<file path="src/rtl/video_in_axis_packer.sv">
// Free-running 24-bit pixel stream to 32-bit AXI4-Stream with frame resync.
// Optional ERROR_CNT_EN macro builds the saturating overflow event counter.
module video_in_axis_packer #(
    parameter int          FIFO_DEPTH = 16,
    parameter logic [7:0]  ALPHA      = 8'h00
) (
    input  logic                          aclk,
    input  logic                          areset,
    input  logic                          cfg_enable,
    input  logic                          vid_valid,
    input  logic [23:0]                   vid_data,
    input  logic                          vid_sof,
    input  logic                          vid_eol,
    output logic                          OUTPUT_STREAM_TVALID,
    input  logic                          OUTPUT_STREAM_TREADY,
    output logic [31:0]                   OUTPUT_STREAM_TDATA,
    output logic [3:0]                    OUTPUT_STREAM_TKEEP,
    output logic [3:0]                    OUTPUT_STREAM_TSTRB,
    output logic                          OUTPUT_STREAM_TUSER,
    output logic                          OUTPUT_STREAM_TLAST,
    output logic                          OUTPUT_STREAM_TID,
    output logic                          OUTPUT_STREAM_TDEST,
    output logic [$clog2(FIFO_DEPTH):0]   fifo_level,
    output logic                          overflow,
    output logic                          in_frame,
    output logic [15:0]                   ovf_count
);

    localparam int AW = $clog2(FIFO_DEPTH);
    localparam int LW = AW + 1;

    typedef enum logic [1:0] {
        WAIT_SOF,
        ACTIVE,
        DROP
    } state_t;

    state_t         state_q, state_d;
    logic [25:0]    mem [FIFO_DEPTH];
    logic [AW-1:0]  wr_ptr, rd_ptr;
    logic [LW-1:0]  level_q;
    logic           full, empty;
    logic           wr_en, rd_en, ovf_d, ovf_q;
    logic           sof_ok;
    logic [25:0]    head;

    assign full   = (level_q == LW'(FIFO_DEPTH));
    assign empty  = (level_q == '0);
    assign rd_en  = !empty && OUTPUT_STREAM_TREADY;
    assign sof_ok = vid_valid && vid_sof && !full;

    always_comb begin
        state_d = state_q;
        wr_en   = 1'b0;
        ovf_d   = 1'b0;
        if (!cfg_enable) begin
            state_d = WAIT_SOF;
        end else begin
            unique case (state_q)
                WAIT_SOF, DROP: begin
                    if (sof_ok) begin
                        wr_en   = 1'b1;
                        state_d = ACTIVE;
                    end
                end
                ACTIVE: begin
                    if (vid_valid) begin
                        if (full) begin
                            ovf_d   = 1'b1;
                            state_d = DROP;
                        end else begin
                            wr_en = 1'b1;
                        end
                    end
                end
                default: state_d = WAIT_SOF;
            endcase
        end
    end

    always_ff @(posedge aclk) begin
        if (areset) begin
            state_q <= WAIT_SOF;
            wr_ptr  <= '0;
            rd_ptr  <= '0;
            level_q <= '0;
            ovf_q   <= 1'b0;
        end else begin
            state_q <= state_d;
            ovf_q   <= ovf_d;
            if (wr_en) wr_ptr <= wr_ptr + AW'(1);
            if (rd_en) rd_ptr <= rd_ptr + AW'(1);
            case ({wr_en, rd_en})
                2'b10:   level_q <= level_q + LW'(1);
                2'b01:   level_q <= level_q - LW'(1);
                default: level_q <= level_q;
            endcase
        end
    end

    // Storage needs no reset; outputs are masked while the FIFO is empty.
    always_ff @(posedge aclk) begin
        if (wr_en) mem[wr_ptr] <= {vid_sof, vid_eol, vid_data};
    end

    assign head                 = mem[rd_ptr];
    assign OUTPUT_STREAM_TVALID = !empty;
    assign OUTPUT_STREAM_TDATA  = empty ? 32'h0 : {ALPHA, head[23:0]};
    assign OUTPUT_STREAM_TUSER  = !empty && head[25];
    assign OUTPUT_STREAM_TLAST  = !empty && head[24];
    assign OUTPUT_STREAM_TKEEP  = 4'hF;
    assign OUTPUT_STREAM_TSTRB  = 4'hF;
    assign OUTPUT_STREAM_TID    = 1'b0;
    assign OUTPUT_STREAM_TDEST  = 1'b0;
    assign fifo_level           = level_q;
    assign overflow             = ovf_q;
    assign in_frame             = (state_q == ACTIVE);

`ifdef ERROR_CNT_EN
    logic [15:0] ovf_cnt_q;

    always_ff @(posedge aclk) begin
        if (areset) begin
            ovf_cnt_q <= '0;
        end else if (ovf_d && ovf_cnt_q != 16'hFFFF) begin
            ovf_cnt_q <= ovf_cnt_q + 16'd1;
        end
    end

    assign ovf_count = ovf_cnt_q;
`else
    assign ovf_count = 16'h0000;
`endif

endmodule

</file>
<file path="config.mk">
export PLATFORM = sky130hd
export DESIGN_NAME = video_in_axis_packer
export DESIGN_NICKNAME = d
export VERILOG_FILES = /design/src/rtl/video_in_axis_packer.sv
export SDC_FILE = /design/constraint.sdc
export NUM_CORES = 1
export LEC_CHECK = 0
export CAP_MARGIN = 30
export CORE_MARGIN = 3
export CORE_UTILIZATION = 37
export DETAILED_ROUTE_END_ITERATION = 8
export PLACE_DENSITY = 0.58
export SLEW_MARGIN = 20
export SYNTH_ARGS = -nofsm -noshare
export SYNTH_HDL_FRONTEND = slang
export SYNTH_SLANG_ARGS = --single-unit
</file>
<file path="constraint.sdc">
create_clock -name aclk -period 10.8 [get_ports aclk]
set_input_delay 1.62 -clock aclk [delete_from_list [all_inputs] [get_ports aclk]]
set_output_delay 1.62 -clock aclk [all_outputs]
set_load 0.1 [all_outputs]
</file>
---- After elaboration in Yosys (flattened, before gate mapping) ----
Memory sizes are Yosys's and may differ from the RTL's. A register that Yosys moved wholly into a read port is not among the register bits.
Index checks and enable logic that the tools add are counted.
storage, ports and cells
  register bits ........................... 16
  bits in latches ......................... 0
  RAM bits ................................ 416
  memory bits (read-only) ................. 0
  input bits .............................. 31
  output and inout port bits .............. 68
  memories kept ........................... 1
memories
  name  depth  bits a word  rd ports  clocked after memory_dff  wr ports  RTL line  source
  mem   16     26           1         1                         1         39        logic [25:0] mem [FIFO_DEPTH];
cells by class
  add/sub/neg operators ................... 4
  multiply operators ...................... 0
  div/mod/pow operators ................... 0
  order comparisons ....................... 0
  equal/unequal tests ..................... 8
  shifts and indexed selects .............. 0
  mux-type cells .......................... 16
  bitwise operators ....................... 3
  reductions and logical operators ........ 14
operators by type and width
  cell                                                   count
  2-to-1 mux 24 bit                                      1
  one-hot mux 5 bit (2 select lines)                     1
  adder 4 x 1 -> 4 bit, second input constant            2
  2-to-1 mux 4 bit                                       2
  2-to-1 mux 1 bit                                       7
  2-to-1 mux 2 bit                                       3
  adder 5 x 1 -> 5 bit, second input constant            1
  == test 5 bit, second input constant                   1
  logical AND 1 bit                                      5
  zero test 5 bit                                        1
  subtractor 5 x 1 -> 5 bit, second input constant       1
  == test 2 x 1 -> 1 bit, second input constant          2
  == test 2 bit, second input constant                   2
  inequality test 2 bit, second input constant           2
  one-hot mux 2 bit (2 select lines)                     1
  OR reduction 2 bit                                     2
  OR reduction 4 bit                                     1
  NOT 1 bit                                              3
  AND reduction 3 bit                                    1
  zero test 1 bit                                        2
  zero test 2 bit                                        1
  inequality test 2 x 1 -> 1 bit, second input constant  1
  one-hot mux 1 bit (2 select lines)                     1
  nonzero test 2 bit                                     1

---- Logic depth before layout (Yosys ltp) ----
Gate-level depths: netlist of the first run.
  word-level depth ........................ 8
  depth in mapped cells ................... 13
  mapped depth without buffers ............ 10

---- Worst setup path after synthesis of the first run ----
Ideal clock, no wire load.
  path type ............................... input -> register
  start ................................... input vid_sof
  end ..................................... memory mem[0][0] (enable)
  data arrival time ....................... 4126 ps
  data required time ...................... 10358 ps
  slack ................................... 6232 ps
  stages on the path ...................... 5
  path buffers ............................ 1
  path through ............................ nand2b_1 a221oi_1 buf_2 nand2_1 nor3_1
on the way
  longest elaborated chain between the ends .. 7
ends and longest elaborated chain
  item                                    RTL line  source
  start: declaration                      12        input logic vid_sof,
  logical AND 1 bit (2 in a row)          50        assign sof_ok = vid_valid && vid_sof && !full;
  2-to-1 mux 1 bit                        61        if (sof_ok) begin
  one-hot mux 1 bit (2 select lines)      59        unique case (state_q)
  2-to-1 mux 1 bit                        56        if (!cfg_enable) begin
  2-to-1 mux 1 bit                        103       if (wr_en) mem[wr_ptr] <= {vid_sof, vid_eol, vid_data};
  2-to-1 mux 1 bit (not written as such)  103
  end: declaration                        39
No other way between the ends.

==> results.ini, run 1 <==
[outcome]
status=finished, final reports clean

[power]
p_seq_frac=0.395
total_power_mw=4.949
internal_power_mw=3.235
p_sw_mw=1.715
p_leak_nw=6.223
power_density_nw_per_um2=245.6
peakVddDrop_mv=0.2410
p_sw_frac=0.3465
clock_power_share=0.308
pwr-share-comb=0.297

[logic_synthesis]
synth_cells=812
synthTopCellsByArea=edfxtp_1 (73%), mux4_2 (14%), dfxtp_1 (2.3%)
ys_types=43
async_reset_ff_frac=0
synth_area_leader_cell=edfxtp_1
avgSynthCellArea_um2=21.16
synth_flop_cell=edfxtp_1
yosysTopAreaCellShare=0.7271
ys_seq_elements=436
synth_warnings=0
synthesis.area_um2=17180
ys_seq_area_frac=0.7504
synth_edf_count=416

[floorplanning]
start_util=0.3770
die_width_um=221.5
num_rows=78
fp.dieArea_um2=49060
die_y_um=221.5
io_pins=99
core_um2=45580

[timing]
clock_skew_ns=0.01518
worst_slack_ns=4.642
worst_hold_slack_ns=0.5484
slew_headroom=0.3446
finalSetupTns_ns=0
post-route-period-util=0.5702
finalMaxSlewViolations=0
rsz0062_at_grt=false
tightest_slew_ns=0.9801
setup_viol=0
hold_viol_final=0
max_freq_mhz=162.4
fin_crit_ns=6.158

[routing]
dr.pass1.iters=5
vias=8125
routed_via_density=5.259
drc=0
ant_nets=0
wl_per_cell_um=23.45
wl_mm=36.24
drtIter0Drc=651

[critical_path]
path_max_fanout=43
cpMaxStageDelayCell=clkdlybuf4s50_1
arrival_ns=4.54
slowest_delay_ns=1.01
cpLargestDelayFamily=buffers and inverters
worst-path-buf-inv=2
crit_path_cell_trace=buf_4 -> mux4_2 -> mux2_2 -> a221o_1 -> clkdlybuf4s50_1
cp-end-kind=output pin
required_ns=9.18
crit_type=register to output pin
startpoint_type=register

[flow_run]
drv_cap=0

[global_routing]
grt_pass1_wl_mm=54.83
grt_max_degree=55
overflow=0
antenna_found_initial=3
grt_pass1_vias=8501
track_usage=0.1487

[clocking]
postCtsSetupBuffers=0
cts_buffers=47
cts_max_path_buffers=3
cts_tree=yes
clock-sinks=436
clockRootBuffer=clkbuf_16
clkSlewWorstSetupHoldPaths_ns=0.06
cts_hold_buf=0
h-tree-depth=2
cts_resized=0
clk_latency_ns=0.58

[layout]
layout_common_cells=edfxtp_1 (416), mux4_2 (104), clkdlybuf4s50_1 (64), clkbuf_16 (47), conb_1 (34)
fin_cells=1545
drive_above_1_share=0.2595
regArea_um2=12900
multi_input_area_um2=4023
area.growth.synth_to_final_pct=17.30
layout_commonest_cell=edfxtp_1
final_area_um2=20150
fillers=3862
nNetsFinal=946
final_util=0.4422

[placement]
placed_area_um2=18700
io_buffer_count=64
dp_hpwl_mm=19.70
gp_congestion=0.7056
dp_slack_ns=5.158
dp_cells=1458

[hold_path]
hold_class=register to register

==> kinds of logic (layout without fill, tap and decap cells) <==
group | Yosys count | in the layout | synth area share
AND/OR/NAND/NOR | 90 | 90 | 0.02833
XOR/XNOR | 8 | 8 | 0.004078
multiplexers | 134 | 134 | 0.1558
other | 2 | 35 | 0.0004371
AO/OA/AOI/OAI | 50 | 50 | 0.02549
buffers and inverters | 84 | 184 | 0.02971
adder cells (fa/ha/maj) | 8 | 8 | 0.005826
flip-flops | 436 | 436 | 0.7504
==> worst paths after layout <==
kind              slack, ns           from  cells after the start                 endpoint
setup / recovery       4.64       register                      5  OUTPUT_STREAM_TDATA[23]
hold / removal         0.55      rd_ptr[3]                      2                 register
setup reg to reg       7.49  fifo_level[0]                     10            fifo_level[4]
hold reg to reg        0.55      rd_ptr[3]                      2                 register
==> per-layer routing <==
| metal | vias up | global-route usage | wire [um] |
|---|---|---|---|
| li1 | 3484 | - | - |
| met1 | 4374 | 0.2054 | 16200 |
| met2 | 208 | 0.2385 | 17360 |
| met3 | 55 | 0.03257 | 1926 |
| met4 | 4 | 0.04541 | 724 |
| met5 | - | 0 | 25 |
==> registers in the layout, indices dropped and copies added, names as in the netlist, named ones only <==
signal / count
overflow: 1
fifo_level: 5
wr_ptr: 4
rd_ptr: 4
mem: 416
state_q: 2
==> worst register-to-register path: cells and delay by family, from the launching register on <==
kind	cells	cell delay, ns
AOI/OAI and AO/OA	4	0.99
DFF	1	0.38
adders and majority gates	2	0.50
xor gates and xnor gates	1	0.18
buffers and inverters	1	0.13
and+or+nand+nor	2	1.03
==> final cells by class <==
type / instances / share of cell area
tap: 600 / 0.03725
antenna: 1 / 0.0001242
timing repair buffer: 89 / 0.04930
clock buffer: 54 / 0.05966
inverter: 9 / 0.001676
sequential: 436 / 0.6402
multi-input combinational: 324 / 0.1996
clock inverter: 32 / 0.01223
==> Yosys cell counts, types with 3 or more instances <==
master	instances
a21o_1	4
a21oi_1	5
a221o_1	26
buf_1	3
buf_2	18
buf_4	34
buf_6	6
clkbuf_1	14
dfxtp_1	20
edfxtp_1	416
ha_1	8
inv_1	9
mux2_2	27
mux2i_1	3
mux4_2	104
nand2_1	10
nand2b_1	5
nand3_1	4
nor2_1	26
nor2b_1	28
nor3_1	6
o21ai_0	4
xor2_1	6
==> power by group through the flow <==
stage               clock (mW)  combinational, mW  sequential, mW
floorplan                    0               1.15            1.97
global placement             0               1.45            1.99
detailed placement           0               1.48            1.99
CTS                       1.56               1.49            1.96
global route              1.63               1.54            1.97
finish                    1.53               1.47            1.95
Note: power is estimated with default switching activity, not from simulation.
==> inputs of run 2 (changes only) <==
- clock period: 10.8 -> 5.9 ns (I/O delays scaled with it)
==> results.ini, run 2 (same netlist as run 1, synthesis figures left out) <==
[critical_path]
cpMaxStageDelayCell=clkdlybuf4s50_1
required_ns=5.02  ; -4.16 ns
startpoint_type=register
path_max_fanout=28  ; -35%
crit_end=OUTPUT_STREAM_TDATA[0]
r2r_start=fifo_level[0]
arrival_ns=4.05  ; -0.49 ns
r2r_cells=10  ; unchanged
r2r_end=fifo_level[4]
cp-end-kind=output pin
r2r_setup_slack_ns=2.55  ; -4.94 ns
crit_path_cell_trace=buf_4 -> mux4_2 -> mux2_2 -> a221o_1 -> clkdlybuf4s50_1
crit_type=register to output pin
slowest_delay_ns=1.01  ; about the same

[power]
clock_power_share=0.298  ; -0.010
p_seq_frac=0.399  ; +0.004
peakVddDrop_mv=0.4211  ; +75%
internal_power_mw=5.832  ; +80%
pwr-share-comb=0.304  ; +0.007
p_sw_frac=0.3482  ; +0.001772
p_leak_nw=6.244  ; +0.34%
p_sw_mw=3.116  ; +82%
power_density_nw_per_um2=443.0  ; +80%

[clocking]
clk_latency_ns=0.57  ; about the same
clock-sinks=436  ; unchanged
cts_resized=0  ; unchanged
cts_max_path_buffers=3  ; unchanged
clockRootBuffer=clkbuf_16
clkSlewWorstSetupHoldPaths_ns=0.06  ; about the same
postCtsSetupBuffers=0  ; unchanged
cts_tree=yes
cts_buffers=47  ; unchanged
cts_hold_buf=0  ; unchanged
h-tree-depth=2  ; unchanged

[floorplanning]
die_width_um=221.5  ; unchanged
io_pins=99  ; unchanged
fp.dieArea_um2=49060  ; unchanged
core_um2=45580  ; unchanged
start_util=0.3770  ; unchanged
die_y_um=221.5  ; unchanged
num_rows=78  ; unchanged

[layout]
regArea_um2=12900  ; unchanged
final_area_um2=20200  ; +0.22%
layout_common_cells=edfxtp_1 (416), mux4_2 (104), clkdlybuf4s50_1 (64), clkbuf_16 (48), conb_1 (34)
largest_register_ffs=416  ; unchanged
n_antenna_cell=0  ; -1
largest_register=mem
area.growth.synth_to_final_pct=17.56
layout_commonest_cell=edfxtp_1
nNetsFinal=954  ; +0.85%
drive_above_1_share=0.2634  ; +0.003845
multi_input_area_um2=4023  ; unchanged
fillers=3883  ; +0.54%

[placement]
dp_slack_ns=1.481  ; -3.677 ns
gp_congestion=0.7250  ; +2.7%
io_buffer_count=64  ; unchanged
placed_area_um2=18810  ; +0.58%
dp_hpwl_mm=21.16  ; +7.4%

[timing]
hold_viol_final=0  ; unchanged
max_freq_mhz=202.8
slew_headroom=0.3424  ; -0.002168
finalSetupTns_ns=0  ; unchanged
fin_crit_ns=4.931
clock_skew_ns=0.01418  ; -0.0009964 ns
post-route-period-util=0.8357
rsz0062_at_grt=false
tightest_slew_ns=0.9833  ; +0.003242 ns
worst_hold_slack_ns=0.5500  ; +0.001585 ns
worst_slack_ns=0.9691  ; -3.673 ns
setup_viol=0  ; unchanged
finalMaxSlewViolations=0  ; unchanged

[routing]
wl_mm=36.46  ; +0.61%
vias=8134  ; +0.11%
dr.pass1.iters=4  ; -1
routed_via_density=5.238  ; -0.40%
drtIter0Drc=677  ; +4.0%
wl_per_cell_um=23.48  ; about the same
ant_nets=0  ; unchanged
drc=0  ; unchanged

[global_routing]
overflow=0  ; unchanged
track_usage=0.1488  ; about the same
grt_pass1_wl_mm=55.36  ; +0.97%
grt_max_degree=37  ; -33%
grt_pass1_vias=8600  ; +1.2%
antenna_found_initial=1  ; -2

[flow_run]
drv_cap=0  ; unchanged

[outcome]
status=finished, final reports clean

[hold_path]
hold_class=register to register

## run 2: cell count changes in the layout (fill, tap and decap cells not counted), sizes merged
cell,delta
inv,-4
buf,+8
clkinvlp,+2
bufinv,-3
diode,-1
clkinv,-1
clkbuf,+7
## run 2: critical path: cells and delay by family, from the launching register on
kind            cells  cell delay [ns]
compound gates      1             0.39
buf+inv             2             1.53
flops               1             0.91
mux                 2             0.64
## run 2: how the worst min path moves through the flow
stage                          from   endpoint  slack, ns  cells after the start
final                     rd_ptr[3]   register       0.55                      2
after global routing      wr_ptr[1]  wr_ptr[1]       0.59                      2
after CTS                 rd_ptr[3]   register       0.55                      2
after detailed placement  rd_ptr[3]   register       0.53                      2
after global placement    rd_ptr[3]   register       0.52                      2
after floorplan           rd_ptr[3]   register       0.48                      2
## run 2: area by class of cell
| cell class | instances | area share |
|---|---|---|
| Sequential cell | 436 | 0.6387 |
| Multi-Input combinational cell | 324 | 0.1992 |
| Clock buffer | 61 | 0.06188 |
| Timing Repair Buffer | 97 | 0.05451 |
| Tap cell | 600 | 0.03717 |
| Clock inverter | 26 | 0.006876 |
| Inverter | 9 | 0.001673 |
## run 2: power by group through the flow
stage	clock, mW	combinational, mW	sequential, mW
floorplan	0	2.11	3.61
global placement	0	2.71	3.64
detailed placement	0	2.74	3.64
CTS	2.73	2.75	3.57
global route	2.86	2.84	3.59
finish	2.66	2.72	3.57
## run 2: layer usage
layer | routed length [um] | vias to the layer above | global-route usage | share of wire
met2 | 17270 | 220 | 0.2314 | 0.47
li1 | - | 3493 | - | -
met5 | 11 | - | 0 | 0.00030
met4 | 503 | 2 | 0.03179 | 0.014
met1 | 16620 | 4369 | 0.2177 | 0.46
met3 | 2060 | 50 | 0.03297 | 0.057
## run 2: stage by stage
stage	power, mW	utilization	instances
3_5_place_dp	6.382	0.4127	1466
2_1_floorplan	5.726	-	844
3_3_place_gp	6.345	0.4068	1455
4_1_cts	9.053	0.4432	1553
6_report	8.948	0.4432	1553
5_1_grt	9.284	0.4432	1553
